===== config.mk =====
export PLATFORM = sky130hd
export DESIGN_NAME = exc_ctrl
export DESIGN_NICKNAME = d
export VERILOG_FILES = /design/src/rtl/exc_ctrl_pkg.sv /design/src/rtl/exc_prio_enc.sv /design/src/rtl/exc_ctrl.sv
export SDC_FILE = /design/constraint.sdc
export NUM_CORES = 1
export LEC_CHECK = 0
export ABC_AREA = 0
export CAP_MARGIN = 20
export CORE_MARGIN = 2
export CORE_UTILIZATION = 45
export DETAILED_ROUTE_END_ITERATION = 8
export DONT_BUFFER_PORTS = 1
export GPL_ROUTABILITY_DRIVEN = 1
export SYNTH_ARGS = -nofsm -noshare
export SYNTH_HDL_FRONTEND = slang
export SYNTH_SLANG_ARGS = --single-unit

===== constraint.sdc =====
create_clock -name clk -period 2.35 [get_ports clk]
set_input_delay 0.1175 -clock clk [delete_from_list [all_inputs] [get_ports clk]]
set_output_delay 0.1175 -clock clk [all_outputs]
set_load 0.02 [all_outputs]

===== src/rtl/exc_ctrl_pkg.sv =====
// Shared definitions for the exception controller: ExcCode values, CP0
// Status/Cause bit positions and the priority encoder result type.
package exc_ctrl_pkg;

    localparam logic [4:0] EXC_INT  = 5'd0;
    localparam logic [4:0] EXC_ADEL = 5'd4;
    localparam logic [4:0] EXC_ADES = 5'd5;
    localparam logic [4:0] EXC_SYS  = 5'd8;
    localparam logic [4:0] EXC_BP   = 5'd9;
    localparam logic [4:0] EXC_OV   = 5'd12;

    localparam int STATUS_IE    = 0;
    localparam int STATUS_EXL   = 1;
    localparam int STATUS_IM_LO = 8;
    localparam int STATUS_IM_HI = 15;
    localparam int CAUSE_IP_LO  = 8;
    localparam int CAUSE_IP_HI  = 9;

    typedef struct packed {
        logic       valid;
        logic       is_eret;
        logic [4:0] code;
    } exc_sel_t;

    // A delay-slot instruction records the PC of its branch.
    function automatic logic [31:0] exc_record_pc(input logic [31:0] pc, input logic ds);
        return ds ? (pc - 32'd4) : pc;
    endfunction

endpackage


===== src/rtl/exc_prio_enc.sv =====
// Fixed-priority selection of the MEM-stage event to commit.
// Inputs are expected to be already qualified by the MEM valid bit.
module exc_prio_enc
    import exc_ctrl_pkg::*;
(
    input  logic     int_take_i,
    input  logic     adel_i,
    input  logic     ades_i,
    input  logic     overflow_i,
    input  logic     syscall_i,
    input  logic     break_i,
    input  logic     eret_i,
    output exc_sel_t sel_o
);

    always_comb begin
        sel_o       = '0;
        sel_o.valid = 1'b1;
        if (int_take_i)      sel_o.code = EXC_INT;
        else if (adel_i)     sel_o.code = EXC_ADEL;
        else if (ades_i)     sel_o.code = EXC_ADES;
        else if (overflow_i) sel_o.code = EXC_OV;
        else if (syscall_i)  sel_o.code = EXC_SYS;
        else if (break_i)    sel_o.code = EXC_BP;
        else if (eret_i)     sel_o.is_eret = 1'b1;
        else                 sel_o.valid = 1'b0;
    end

endmodule


===== src/rtl/exc_ctrl.sv =====
// Exception/ERET commit controller: commit pulse, pipeline flush for a
// fixed number of cycles, then a held redirect to the handler or EPC.
module exc_ctrl
    import exc_ctrl_pkg::*;
#(
    parameter logic [31:0] EXC_VECTOR   = 32'hBFC00380,
    parameter int unsigned FLUSH_CYCLES = 2
) (
    input  logic        clk,
    input  logic        rst,
    input  logic        mem_valid_i,
    input  logic        syscall_i,
    input  logic        break_i,
    input  logic        overflow_i,
    input  logic        adel_i,
    input  logic        ades_i,
    input  logic        eret_i,
    input  logic        delayslot_i,
    input  logic [31:0] pc_i,
    input  logic [31:0] status_i,
    input  logic [31:0] cause_i,
    input  logic [31:0] epc_i,
    input  logic [5:0]  int_i,
    input  logic        timer_int_i,
    input  logic        redirect_ready_i,
    output logic        exc_commit_o,
    output logic [4:0]  exc_code_o,
    output logic        exc_delayslot_o,
    output logic [31:0] exc_pc_o,
    output logic        eret_commit_o,
    output logic        flush_o,
    output logic        busy_o,
    output logic        redirect_valid_o,
    output logic [31:0] redirect_pc_o
);

    // state    | meaning
    // IDLE     | waiting for a qualified MEM-stage event
    // FLUSH    | flush_o asserted, counter running down
    // REDIRECT | redirect_valid_o held until fetch accepts
    typedef enum logic [1:0] {IDLE, FLUSH, REDIRECT} state_t;

    localparam logic [3:0] CNT_INIT = 4'(FLUSH_CYCLES - 1);

    state_t      state_q, state_d;
    logic [3:0]  cnt_q, cnt_d;
    logic [31:0] target_q, target_d;
    logic        exc_commit_q, exc_commit_d;
    logic        eret_commit_q, eret_commit_d;
    logic [4:0]  exc_code_q, exc_code_d;
    logic        exc_ds_q, exc_ds_d;
    logic [31:0] exc_pc_q, exc_pc_d;
    logic        flush_q, flush_d;
    logic        redir_valid_q, redir_valid_d;
    logic [31:0] redir_pc_q, redir_pc_d;

    logic [7:0]  irq_lines;
    logic        irq_take;
    exc_sel_t    sel;
    logic        unused_status_cause;

    assign irq_lines = {int_i[5] | timer_int_i, int_i[4:0], cause_i[CAUSE_IP_HI:CAUSE_IP_LO]};
    assign irq_take  = mem_valid_i && status_i[STATUS_IE] && !status_i[STATUS_EXL]
                       && |(irq_lines & status_i[STATUS_IM_HI:STATUS_IM_LO]);
    assign unused_status_cause = ^{status_i[31:16], status_i[7:2], cause_i[31:10], cause_i[7:0]};

    exc_prio_enc u_prio (
        .int_take_i (irq_take),
        .adel_i     (adel_i     & mem_valid_i),
        .ades_i     (ades_i     & mem_valid_i),
        .overflow_i (overflow_i & mem_valid_i),
        .syscall_i  (syscall_i  & mem_valid_i),
        .break_i    (break_i    & mem_valid_i),
        .eret_i     (eret_i     & mem_valid_i),
        .sel_o      (sel)
    );

    always_comb begin
        state_d       = state_q;
        cnt_d         = cnt_q;
        target_d      = target_q;
        exc_commit_d  = 1'b0;
        eret_commit_d = 1'b0;
        exc_code_d    = exc_code_q;
        exc_ds_d      = exc_ds_q;
        exc_pc_d      = exc_pc_q;
        flush_d       = 1'b0;
        redir_valid_d = 1'b0;
        redir_pc_d    = '0;
        unique case (state_q)
            IDLE: begin
                if (sel.valid) begin
                    state_d       = FLUSH;
                    cnt_d         = CNT_INIT;
                    target_d      = sel.is_eret ? epc_i : EXC_VECTOR;
                    exc_commit_d  = !sel.is_eret;
                    eret_commit_d = sel.is_eret;
                    exc_code_d    = sel.code;
                    exc_ds_d      = delayslot_i;
                    exc_pc_d      = exc_record_pc(pc_i, delayslot_i);
                    flush_d       = 1'b1;
                end
            end
            FLUSH: begin
                if (cnt_q == 4'd0) begin
                    state_d       = REDIRECT;
                    redir_valid_d = 1'b1;
                    redir_pc_d    = target_q;
                end else begin
                    cnt_d   = cnt_q - 4'd1;
                    flush_d = 1'b1;
                end
            end
            REDIRECT: begin
                if (redirect_ready_i) begin
                    state_d = IDLE;
                end else begin
                    redir_valid_d = 1'b1;
                    redir_pc_d    = target_q;
                end
            end
            default: state_d = IDLE;
        endcase
    end

    always_ff @(posedge clk) begin
        if (rst) begin
            state_q       <= IDLE;
            cnt_q         <= '0;
            target_q      <= '0;
            exc_commit_q  <= 1'b0;
            eret_commit_q <= 1'b0;
            exc_code_q    <= '0;
            exc_ds_q      <= 1'b0;
            exc_pc_q      <= '0;
            flush_q       <= 1'b0;
            redir_valid_q <= 1'b0;
            redir_pc_q    <= '0;
        end else begin
            state_q       <= state_d;
            cnt_q         <= cnt_d;
            target_q      <= target_d;
            exc_commit_q  <= exc_commit_d;
            eret_commit_q <= eret_commit_d;
            exc_code_q    <= exc_code_d;
            exc_ds_q      <= exc_ds_d;
            exc_pc_q      <= exc_pc_d;
            flush_q       <= flush_d;
            redir_valid_q <= redir_valid_d;
            redir_pc_q    <= redir_pc_d;
        end
    end

    assign exc_commit_o     = exc_commit_q;
    assign eret_commit_o    = eret_commit_q;
    assign exc_code_o       = exc_code_q;
    assign exc_delayslot_o  = exc_ds_q;
    assign exc_pc_o         = exc_pc_q;
    assign flush_o          = flush_q;
    assign redirect_valid_o = redir_valid_q;
    assign redirect_pc_o    = redir_pc_q;
    assign busy_o           = (state_q != IDLE);

endmodule


# --- Word-level counts from Yosys, hierarchy flattened ---
# Index checks and enable logic that the tools add are counted.
totals:
  register_bits: 112
  input_bits: 146
  out_inout_bits: 75
  word_cells: 74
classes:
  add_sub_neg: 2
  eq_ne: 6
  mux: 31
  bitwise_logic: 10
  n_reduce_logical: 14
op_table:
  columns: ["cell", "n"]
  rows:
  - ["two-way mux 32 bit", 4]
  - ["one-hot mux 32 bit (2 select lines)", 1]
  - ["subtractor 32 x 3 -> 32 bit (second input constant)", 1]
  - ["two-way mux 5 bit", 5]
  - ["two-way mux 2 bit", 9]
  - ["two-way mux 4 bit", 3]
  - ["AND 8 bit", 1]
  - ["inequality test 2 bit (second input constant)", 4]
  - ["one-hot mux 4 bit (2 select lines)", 1]
  - ["OR reduction 8 bit", 1]
  - ["AND 1 bit", 6]
  - ["one-hot mux 2 bit (3 select lines)", 1]
  - ["AND reduction 3 bit", 2]
  - ["two-way mux 1 bit", 5]
  - ["logical NOT 4 bit", 1]
  - ["one-hot mux 1 bit (2 select lines)", 2]
  - ["nonzero test 2 bit", 2]
  - ["subtractor 4 x 1 -> 4 bit (second input constant)", 1]
  - ["logical AND 1 bit", 3]
  - ["OR reduction 3 bit", 1]
  - ["== test 2 x 1 -> 1 bit (second input constant)", 1]
  - ["== test 2 bit (second input constant)", 1]
  - ["logical NOT 1 bit", 2]
  - ["logical NOT 2 bit", 1]
  - ["3 further kinds", 4]

# --- Longest topological paths before layout ---
# Gate-level depths: netlist (run 1).
logic_depth:
  depth_word: 10
  mapped_depth: 8
  mapped_depth_nobuf: 7

# --- Hierarchy ---
# From an unflattened synthesis (run 1), not the netlist that was laid out.
unflattened:
  hier_cells: 489
  hier_area_um2: 4594.4
by_module_without_submodules:
  columns: ["module", "instances", "cells_per_inst", "area_each_um2"]
  rows:
  - ["exc_ctrl", 1, 476, 4508.1]
  - ["exc_prio_enc", 1, 13, 86.3]

# --- Worst setup path before layout (run 1) ---
# No wires, ideal clock.
synth_timing:
  path_type: "register -> register"
  start: "register cnt_q[0]"
  end: "register redir_pc_q[22], in the netlist redirect_pc_o[22]"
  setup_ns: 0.059
  arrival_time_ns: 1.766
  required_ns: 2.291
  path_slack_ns: 0.525
  path_stages_with_launch: 8
  path_cell_list: "dfxtp_1 -> inv_1 -> ha_1 -> nor3b_1 -> a21oi_1 -> nor3b_1 -> clkbuf_1 -> and2_1"
synth_via:
  elab_chain_len: 3
synth_lines:
  columns: ["element", "line", "text"]
  rows:
  - ["from (decl)", "exc_ctrl.sv:46", "logic [3:0] cnt_q, cnt_d;"]
  - ["from (signal assigned)", "exc_ctrl.sv:141", "cnt_q <= cnt_d;"]
  - ["logical NOT 4 bit", "exc_ctrl.sv:105", "if (cnt_q == 4'd0) begin"]
  - ["two-way mux 32 bit", "exc_ctrl.sv:105", null]
  - ["one-hot mux 32 bit (2 select lines)", "exc_ctrl.sv:90", "unique case (state_q)"]
  - ["to (signal assigned)", "exc_ctrl.sv:150", "redir_pc_q <= redir_pc_d;"]
  - ["to (decl)", "exc_ctrl.sv:55", "logic [31:0] redir_pc_q, redir_pc_d;"]
# No other way between the ends.
# A chain may end at the register's enable or synchronous reset.

# --- Worst setup path after layout (run 1) ---
layout_timing:
  start: "register state_q[0]"
  end: "register exc_pc_q[27], in the netlist exc_pc_o[27]"
layout_via:
  elab_chain_len: 2
layout_lines:
  columns: ["element", "line", "text"]
  rows:
  - ["from (decl)", "exc_ctrl.sv:45", "state_t state_q, state_d;"]
  - ["from (signal assigned)", "exc_ctrl.sv:140", "state_q <= state_d;"]
  - ["logical NOT 2 bit", "exc_ctrl.sv:90", null]
  - ["AND reduction 2 bit (no line)", null, null]
  - ["to (signal assigned)", "exc_ctrl.sv:147", "exc_pc_q <= exc_pc_d;"]
  - ["to (decl)", "exc_ctrl.sv:52", "logic [31:0] exc_pc_q, exc_pc_d;"]
# No other way between the ends.

==> results of run 1 <==
sequential cells by signal, summed over array words and instances, names as in the netlist:
signal,count
state_q,2
exc_commit_o,1
exc_code_o,3
exc_pc_o,32
flush_o,1
eret_commit_o,1
target_q,32
exc_delayslot_o,1
redirect_pc_o,32
cnt_q,4
redirect_valid_o,1
tightest hold or removal path: stages:
cell and delay (ps):
nor2_1 30, xnor2_1 130, a211oi_1 60
final cells by class:
| class | instances | share of cell area, % |
|---|---|---|
| sequential | 110 | 40.6 |
| multi-input combinational | 312 | 37.8 |
| timing repair buffer | 79 | 14.7 |
| tap | 133 | 3.06 |
| clock buffer | 10 | 2.35 |
| clock inverter | 5 | 1.08 |
| inverter | 7 | 0.484 |
through the flow:
stage	setup WS, ps	utilization [%]	instances
finish	360	56.3	656
global route	170	56.3	656
CTS	347	56.3	656
detailed placement	344	46.9	571
global placement	450	46.9	571
floorplan	525	-	457
logic make-up (layout without fill, tap and decap cells):
group | Yosys count | after routing | synth area share [%]
and+or+nand+nor | 177 | 177 | 22.2
DFF | 110 | 110 | 50.2
xor gates and xnor gates | 30 | 30 | 5.99
AOI/OAI and AO/OA | 97 | 97 | 16.6
other | 1 | 2 | 0.0855
buffers and inverters | 35 | 101 | 3.31
adders and majority gates | 5 | 5 | 1.43
muxes | 1 | 1 | 0.228
repair_timing:
| item | CTS | global route |
|---|---|---|
| hold buffers | 70 | 0 |
| resized for setup | 0 | 0 |
| setup endpoints to repair | 0 | 0 |
| hold endpoints to repair | 77 | 0 |
synthesized netlist by cell type, types with 2 or more instances:
cell      count
dfxtp_1     110
nor2b_1       2
nand3_1       5
or3_1         6
xnor2_1      21
nor2_1       66
a221oi_1      2
xor2_1        9
nor4_2        5
a22oi_1       2
nor3_1       20
clkbuf_1     18
inv_1         7
nor4_1        3
a211oi_1     25
nand2b_1      2
or2_2         2
a22o_1       20
o211ai_1      3
buf_2         2
o31a_1        2
buf_1         5
a211oi_2      4
a21oi_1      14
ha_1          5
nor3b_1       2
buf_4         3
o22ai_1       7
o31ai_1       4
or4_4         3
nand2_1      16
and2_1       32
o21ai_0       6
or3b_2        3
routing by layer:
layer	GRT usage [%]	wire [um]	share of wire (%)	vias up
met5	0	0	0	-
met4	7.29	195	1.9	0
met3	7.93	1060	10	16
met2	30.7	4680	46	140
met1	23.6	4260	42	1651
li1	-	-	-	1732
power groups by stage:
stage	logic, mW	registers [mW]	clock network (mW)
global placement	1.26	2.75	0
CTS	1.42	2.71	1.14
detailed placement	1.30	2.75	0
global route	1.61	2.75	1.21
floorplan	1.04	2.67	0
finish	1.41	2.71	1.10
how the worst max path moves through the flow:
stage | from | endpoint | slack (ps)
5_1_grt | state_q[0] | exc_pc_o[21] | 170
6_report | state_q[0] | exc_pc_o[27] | 360
4_1_cts | state_q[0] | exc_pc_o[20] | 350
3_3_place_gp | status_i[1] | exc_pc_o[15] | 450
2_1_floorplan | cnt_q[0] | redirect_pc_o[22] | 520
3_5_place_dp | status_i[1] | exc_pc_o[27] | 340
==> results.tsv, run 1 <==
stage	metric	value	unit
run_status	status	finished, final reports clean	
logic_synthesis	synthesized instance count	456	
detailed_routing	Residual DRC	0	
sta	Setup TNS	0	ps
sta	hold slack	15.6	ps
clock_network	post-CTS setup buffers	0	
layout	Multi-input gate area	2050	sq um
logic_synthesis	Synth area leader	dfxtp_1	
setup_path	RR Endpoint	exc_pc_o[27]	
floorplanning	Core ar.	9640	sq um
clock_network	CTS tree	yes	
clock_network	Max H-tree Level	3	
logic_synthesis	Netlist cell types	54	
setup_path	critical path peak fanout	62	
pwr	P per Cell Area	960	nW/um^2
layout	# diodes	0	
detailed_routing	Starting DRT DRC Count	100	
job	max-cap check violation count	0	
sta	Setup Skew	12.8	ps
setup_path	CP Data Required Time	2620	ps
setup_path	crit path cell chain	inv_1 -> ha_1 -> o21a_2 -> buf_12 -> nor2_1 -> a211oi_1	
logic_synthesis	Netlist Area Pre-Place	4390	sq um
pwr	Switching Share	36.8	%
setup_path	critical path's slowest cell	o21a_2	
pwr	Comb pwr share	27.1	%
logic_synthesis	Synth Flop Type	dfxtp_1	
logic_synthesis	top cells by area, synth	dfxtp_1, nor2_1, and2_1, a211oi_1, xnor2_1	
global_route	global route overflow	0	
logic_synthesis	Warnings, synthesis	0	
setup_path	WP buf/inv	2	
layout	commonest cells after routing, fill and taps aside	dfxtp_1, dlygate4sd3_1, nor2_1	
floorplanning	initial core utilization	45.5	%
clock_network	CTS sink cnt	110	
layout	Area growth, synth to finish	23.8	%
floorplanning	Die Ht	103	um
placed_design	GPL Wtd Cong	0.784	
pwr	sequential power share	51.9	%
floorplanning	row count	36	
logic_synthesis	Mean Syn Cell Area	9.62	sq um
detailed_routing	overall routed net length	10.2	mm
global_route	vias in the first global route	3409	
setup_path	CP Launch Type	register	
setup_path	Worst EP arrival	2260	ps
setup_path	Critical Path Sink Type	register	
setup_path	CP peak stage delay	440	ps
setup_path	worst r2r path cells	6	
detailed_routing	via count	3539	
floorplanning	I/O Pins	221	
pwr	Sw Pwr	1.92	mW
pwr	internal power	3.30	mW
clock_network	TritonCTS Buffers	9	
clock_network	Clk Latency, worst-skew pair	360	ps
sta	final setup violating endpoints	0	
pwr	Final Total Pwr	5.21	mW
detailed_routing	Routed Antenna Nets	0	
floorplanning	Die Width	103	um
setup_path	worst r2r src	state_q[0]	
hold_path	Hold Startpoint	pc_i[4]	
logic_synthesis	share of the synthesized area in the top cell type	50.2	%
placed_design	DP Area	4530	sq um
setup_path	R2R Setup Slk	360	ps
hold_path	Worst Hold Class	primary input to register	
pwr	clock power share	21.0	%
global_route	largest net degree at the start of global routing	63	
logic_synthesis	Seq cells post-synth	110	
setup_path	critical path's top delay family	compound AO/OA/AOI/OAI gates	
sta	pins over their slew limit	0	
setup_path	critical path class	register to register	
global_route	initial antenna violation count	0	
layout	Final Instance Area	5430	sq um
placed_design	HPWL Detailed	6.85	mm
detailed_routing	TritonRoute pass-1 iters	4	
clock_network	CTS root buffer	clkbuf_8	
logic_synthesis	Seq/Total Area, Yosys	50.2	%
sta	Slew headroom	60.2	%
pwr	Worst VDD drop	0.494	mV
logic_synthesis	async set-reset flop share out of synthesis	0	%
layout	layout filler cell count	861	
floorplanning	Die ar.	10600	sq um
layout	commonest non-fill, non-tap cell in the layout	dfxtp_1	
clock_network	CTS max path bufs	2	
sta	Final Hold Viols	0	
logic_synthesis	number of synthesized flops with an enable pin	0	
setup_path	Crit path depth	6	
clock_network	Reg clk slew, reported paths	100	ps
pwr	Leakage Power	2.01	nW
global_route	gr usage total	19.4	%
hold_path	WHS Path Cells	3	
sta	crit share post-route	84.7	%
layout	NumNets Final	670	
detailed_routing	vias per cell	5.39	
layout	layout cells sized above 1	9.18	%
detailed_routing	Routed WL per cell	15.6	um
sta	Slew @ Worst Pin	593	ps
placed_design	# port buffers	0	
sta	FMAX	0.502	GHz
hold_path	Hold Path Sink	exc_pc_o[5]	
sta	minimum clock period	1990	ps
layout	FF+latch area	2200	sq um
global_route	first-pass GRT wire length	16.0	mm
sta	RSZ-0062 raised after global routing	no	
No activity file was read; power rests on OpenSTA's default activity.
==> run 2: changes to the inputs <==
ABC_AREA = 1   (was 0)
clock period = 1.6 ns   (was 2.35 ns; I/O delays follow)
==> run 2 against run 1 <==
Fmax is 32% higher. Final cell count increased by 37%. Design area grew 11%. Critical path type unchanged. Largest cell class is now multi-input combinational cells.
==> results.tsv, run 2 <==
stage	metric	value	unit	change
placed_design	# port buffers	0		unchanged
global_route	gr usage total	22.4	%	+3.0 points
logic_synthesis	share of the synthesized area in the top cell type	45.8	%	-4.4 points
floorplanning	Core ar.	10400	sq um	+7.6%
setup_path	critical path class	register to register		
pwr	Leakage Power	2.68	nW	+33%
setup_path	WP buf/inv	2		unchanged
logic_synthesis	Seq/Total Area, Yosys	45.8	%	-4.4 points
logic_synthesis	Warnings, synthesis	0		unchanged
sta	RSZ-0062 raised after global routing	no		
detailed_routing	Starting DRT DRC Count	414		+310%
logic_synthesis	Synth Flop Type	dfxtp_1		
logic_synthesis	Synth area leader	dfxtp_1		
layout	NumNets Final	909		+36%
detailed_routing	Residual DRC	0		unchanged
floorplanning	Die Width	107	um	+4.5%
setup_path	crit-path most repeated cell	nand2_1		
logic_synthesis	Mean Syn Cell Area	7.06	sq um	-27%
setup_path	crit path cell chain	inv_2 -> ha_1 -> inv_1 -> or2_2 -> nand3_1 -> nand2_1 -> nand2_1 -> nor2_1		
detailed_routing	overall routed net length	12.7	mm	+25%
setup_path	critical path peak fanout	4		-94%
setup_path	CP Data Required Time	1870	ps	-750 ps
placed_design	dpl cells	809		+42%
pwr	P per Cell Area	1390	nW/um^2	+44%
global_route	vias in the first global route	4398		+29%
global_route	initial antenna violation count	0		unchanged
placed_design	HPWL Detailed	8.80	mm	+29%
clock_network	CTS max path bufs	2		unchanged
sta	crit share post-route	94.1	%	+9.4 points
sta	minimum clock period	1510	ps	-485 ps
placed_design	Place WS	-25.8	ps	-370 ps
logic_synthesis	async set-reset flop share out of synthesis	0	%	unchanged
clock_network	Max H-tree Level	3		unchanged
sta	pins over their slew limit	0		unchanged
layout	Area growth, synth to finish	25.3	%	
clock_network	CTS root buffer	clkbuf_8		
sta	Final Hold Viols	0		unchanged
hold_path	Hold Startpoint	mem_valid_i		
detailed_routing	Routed WL per cell	14.2	um	-8.9%
global_route	global route overflow	0		unchanged
pwr	Worst VDD drop	0.946	mV	+91%
run_status	status	finished, final reports clean		
job	max-cap check violation count	0		unchanged
layout	layout cells sized above 1	9.83	%	+0.65 points
setup_path	critical path's top delay family	simple AND/OR/NAND/NOR gates		
layout	# diodes	0		unchanged
logic_synthesis	Seq cells post-synth	110		unchanged
clock_network	CTS sink cnt	110		unchanged
setup_path	Worst EP arrival	1780	ps	-480 ps
setup_path	crit path launch	state_q[1]		
logic_synthesis	Netlist Area Pre-Place	4810	sq um	+9.7%
setup_path	worst r2r src	state_q[1]		
logic_synthesis	number of synthesized flops with an enable pin	0		unchanged
logic_synthesis	top cells by area, synth	dfxtp_1, nand2_1, nor2_1, inv_1, nand3_1		
detailed_routing	vias per cell	4.99		-7.5%
logic_synthesis	count leader, synth	nand2_1		
global_route	first-pass GRT wire length	20.7	mm	+29%
sta	final worst setup slack	94.5	ps	-265 ps
logic_synthesis	Netlist cell types	36		-33%
setup_path	CP Launch Type	register		
floorplanning	Die ar.	11500	sq um	+9.3%
logic_synthesis	top cells by count, synth	nand2_1, nor2_1, dfxtp_1, inv_1, nand3_1		
sta	Setup Skew	11.8	ps	-0.998 ps
setup_path	CP peak stage delay	350	ps	-90 ps
layout	Layout Cells excl Fill	899		+37%
floorplanning	I/O Pins	221		unchanged
detailed_routing	via count	4488		+27%
sta	FMAX	0.664	GHz	+32%
logic_synthesis	synthesized instance count	682		+50%
detailed_routing	TritonRoute pass-1 iters	4		unchanged
floorplanning	row count	37		+2.8%
layout	commonest non-fill, non-tap cell in the layout	nand2_1		
detailed_routing	Routed Antenna Nets	0		unchanged
floorplanning	initial core utilization	46.4	%	+0.88 points
clock_network	Clk Latency, worst-skew pair	370	ps	about the same
layout	commonest cells after routing, fill and taps aside	nand2_1, nor2_1, dfxtp_1		
placed_design	GPL Wtd Cong	0.847		+8.0%
clock_network	CTS tree	yes		
layout	layout filler cell count	1011		+17%
setup_path	critical path's slowest cell	dfxtp_1		
global_route	largest net degree at the start of global routing	37		-41%
clock_network	Reg clk slew, reported paths	110	ps	about the same
sta	final setup violating endpoints	0		unchanged
setup_path	Critical Path Sink Type	register		
clock_network	TritonCTS Buffers	9		unchanged
hold_path	Worst Hold Class	primary input to register		
floorplanning	Die Ht	107	um	+4.5%
## run 2: final timing paths
| kind | slack, ps | cells past startpoint | to |
|---|---|---|---|
| min | 10 | 3 | exc_code_o[3] |
| min reg2reg | 430 | 2 | redirect_pc_o[9] |
| max | 90 | 8 | state_q[0] |
| max reg2reg | 90 | 8 | state_q[0] |
## run 2: metrics by stage
step | util (%) | setup TNS, ps | instance area, sq um | total power, mW | hold slack (ps)
after floorplan | - | 0 | 4820 | 5.67 | 183
after global placement | 48.5 | 0 | 5030 | 6.29 | 151
after detailed placement | 48.5 | -230 | 5030 | 6.36 | 155
after CTS | 57.3 | 0 | 5950 | 8.20 | 0.613
after global routing | 58.1 | 0 | 6030 | 8.92 | 13.5
final | 58.1 | 0 | 6030 | 8.35 | 14.5
## run 2: cell type report
class | count | area (sq um) | area share, %
clock inverter | 7 | 68.8 | 1.14
inverter | 82 | 308 | 5.11
multi-input combinational | 462 | 2210 | 36.7
tap | 136 | 170 | 2.82
timing repair buffer | 93 | 943 | 15.6
clock buffer | 9 | 124 | 2.05
sequential | 110 | 2200 | 36.6
## run 2: power by group
part / internal (mW) / switching, mW
logic: 1.10 / 1.54
registers: 3.26 / 0.789
clock network: 0.615 / 1.05
total: 4.97 / 3.38
## run 2: routing by layer
metal	share of wire, %	GRT usage, %	wire length [um]	up-vias
met5	0	0	0	-
met1	42	26.9	5340	2034
met4	2.2	8.33	284	0
li1	-	-	-	2272
met2	48	37.6	6060	157
met3	8.3	6.90	1060	25
## run 2: cells by family (layout without fill, tap and decap cells)
logic type	after synthesis	count (layout)	synth area share (%)
and+or+nand+nor	379	379	33.6
adders and majority gates	5	5	1.30
AOI/OAI and AO/OA	65	65	7.51
DFF	110	110	45.8
other	1	2	0.0779
buffers and inverters	111	191	9.70
xor gates and xnor gates	11	11	2.00
## run 2: repair_timing
action                     CTS  global route
hold buffers                71             0
hold endpoints to repair    72             0
cloned                       0             1
setup buffers                0             2
gates resized for setup      2            14
setup endpoints to repair   20            63
## run 2: worst register-to-register path: stages (launching register included)
cell     delay, ps
dfxtp_1        350
inv_2           80
ha_1           220
inv_1          110
or2_2          320
nand3_1        140
nand2_1         70
nand2_1         60
nor2_1          50
==> run 3: changes to the inputs <==
ABC_CLOCK_PERIOD_IN_PS = 1200   (was unset)
CAP_MARGIN = unset   (was 20)
clock period = 1.2 ns   (was 1.6 ns; I/O delays follow)
==> run 3 against run 2 <==
The run now ends with negative setup slack left. Clock skew decreased by 3.8 ps. Global-route usage is 2.6 points higher. Design area grew 16%. Wire length rose by 14%. Critical path depth up 2. Non-clock buffer count rose by 56. Hold slack better by 2.1 ps. Final cell count increased by 6.3%. First-iteration DRC count fell by 33%. Clock power grew 35%. Total power increased by 64%. Critical endpoint is now target_q[19].
==> results.tsv, run 3 (synthesized netlist as in run 2, its figures left out) <==
stage	metric	value	unit	change
layout	layout cells sized above 1	26.7	%	+17 points
detailed_routing	Starting DRT DRC Count	278		-33%
clock_network	CTS tree	yes		
placed_design	HPWL Detailed	9.16	mm	+4.0%
global_route	gr usage total	24.9	%	+2.6 points
job	max-cap check violation count	0		unchanged
global_route	vias in the first global route	4755		+8.1%
sta	final setup violating endpoints	110		+110
placed_design	GPL Wtd Cong	0.869		+2.7%
global_route	largest net degree at the start of global routing	27		-27%
layout	Area growth, synth to finish	44.8	%	
global_route	initial antenna violation count	0		unchanged
layout	layout filler cell count	882		-13%
floorplanning	Core ar.	10400	sq um	unchanged
floorplanning	I/O Pins	221		unchanged
sta	FMAX	0.714	GHz	+7.5%
sta	pins over their slew limit	0		unchanged
setup_path	crit path cell chain	inv_2 -> ha_4 -> inv_4 -> a21oi_4 -> buf_12 -> nand2_4 -> nor2_4 -> buf_6 -> nand2_1 -> nand2_1		
pwr	Final Total Pwr	13.7	mW	+64%
sta	minimum clock period	1400	ps	-105 ps
floorplanning	Die Width	107	um	unchanged
floorplanning	Die ar.	11500	sq um	unchanged
global_route	first-pass GRT wire length	22.7	mm	+10%
clock_network	CTS max path bufs	2		unchanged
clock_network	Clk Latency, worst-skew pair	390	ps	+20 ps
detailed_routing	via count	4852		+8.1%
setup_path	crit-path most repeated cell	nand2_1		
detailed_routing	TritonRoute pass-1 iters	6		+2
sta	crit share post-route	117	%	+23 points
detailed_routing	overall routed net length	14.5	mm	+14%
global_route	global route overflow	0		unchanged
setup_path	critical path peak fanout	10		+6
pwr	Worst VDD drop	1.02	mV	+8.3%
detailed_routing	Routed WL per cell	15.1	um	+6.9%
sta	RSZ-0062 raised after global routing	yes		
clock_network	Reg clk slew, reported paths	110	ps	about the same
layout	commonest non-fill, non-tap cell in the layout	nand2_1		
setup_path	CP Data Required Time	1530	ps	-340 ps
setup_path	CP peak stage delay	340	ps	about the same
floorplanning	Die Ht	107	um	unchanged
pwr	P per Cell Area	1960	nW/um^2	+41%
hold_path	Worst Hold Class	primary input to register		
pwr	Leakage Power	3.08	nW	+15%
layout	FF+latch area	2210	sq um	+0.17%
run_status	status	finished, violations left		
layout	Multi-input gate area	2560	sq um	+16%
setup_path	Critical Path Sink Type	register		
detailed_routing	Routed Antenna Nets	0		unchanged
hold_path	WHS Path Cells	4		+1
setup_path	critical path class	register to register		
clock_network	CTS root buffer	clkbuf_8		
clock_network	Max H-tree Level	3		unchanged
placed_design	# port buffers	0		unchanged
setup_path	critical path's slowest cell	dfxtp_2		
detailed_routing	Residual DRC	0		unchanged
floorplanning	row count	37		unchanged
run_status	failing checks	negative setup slack		
setup_path	CP Launch Type	register		
sta	Setup Skew	8.01	ps	-3.81 ps
layout	commonest cells after routing, fill and taps aside	nand2_1, dfxtp_1, nor2_1		
sta	Final Hold Viols	0		unchanged
clock_network	CTS sink cnt	110		unchanged
detailed_routing	vias per cell	5.08		+1.7%
floorplanning	initial core utilization	46.4	%	unchanged
setup_path	Worst EP arrival	1730	ps	-50 ps
clock_network	TritonCTS Buffers	9		unchanged
layout	NumNets Final	966		+6.3%
layout	# diodes	0		unchanged
sta	final worst setup slack	-201	ps	-295 ps
setup_path	worst r2r path cells	10		+2
sta	hold slack	16.6	ps	+2.09 ps
-- run 3: changes by cell type in the layout (fill, tap and decap cells not counted), moves of 15 or more --
cell and change:
buf_4 +36, nand2_1 -15, nor2_1 -27, nor2_2 +26, o21ai_0 -15
-- run 3: per-layer routing --
metal | global-route usage [%] | vias up | part of all wire [%]
met1 | 28.5 | 2283 | 40
met4 | 9.80 | 0 | 2.3
li1 | - | 2390 | -
met3 | 7.26 | 26 | 7.3
met2 | 43.7 | 153 | 50
met5 | 0 | - | 0
-- run 3: final timing paths --
path / startpoint / end / slack (ps)
max: state_q[0] / target_q[19] / -200
max reg2reg: state_q[0] / target_q[19] / -200
min: rst / exc_commit_o / 20
min reg2reg: target_q[19] / redirect_pc_o[19] / 430
-- run 3: layout make-up --
type                            count  share of cell area (%)
Multi-Input combinational cell    463                    36.8
Sequential cell                   110                    31.7
Clock buffer                        9                    1.78
Timing Repair Buffer              149                    21.7
Inverter                           82                    4.49
Clock inverter                      7                    1.10
Tap cell                          136                    2.44
-- run 3: critical path, delay by kind of cell (launching register included) --
kind / cells / cell delay [ps]
buffers and inverters: 4 / 390
AO/OA/AOI/OAI: 1 / 130
AND/OR/NAND/NOR: 4 / 320
adder cells (fa/ha/maj): 1 / 170
flip-flops: 1 / 340
-- run 3: power breakdown --
| group | switching, mW | internal [mW] |
|---|---|---|
| clock | 1.43 | 0.825 |
| combinational | 3.21 | 2.99 |
| sequential | 0.851 | 4.36 |
-- run 3: per-stage QoR --
stage | cells | utilization, % | setup slack (ps) | TNS, ps | cell area [sq um]
6_report | 956 | 67.2 | -201 | -15240 | 6970
4_1_cts | 953 | 64.4 | -177 | -14700 | 6680
3_3_place_gp | 852 | 52.4 | -134 | -8660 | 5440
3_5_place_dp | 852 | 52.4 | -171 | -12340 | 5440
5_1_grt | 956 | 67.2 | -336 | -24220 | 6970
2_1_floorplan | 683 | - | -64.0 | -2430 | 4960
-- run 3: timing repair --
action                                  in CTS  in global routing
gates resized for setup                     43                 83
hold buffers                                73                  0
endpoints found under the hold margin       73                  0
gates cloned                                 5                  1
buffers inserted                             7                  4
pin swaps                                    3                 28
endpoints found under the setup margin     111                111
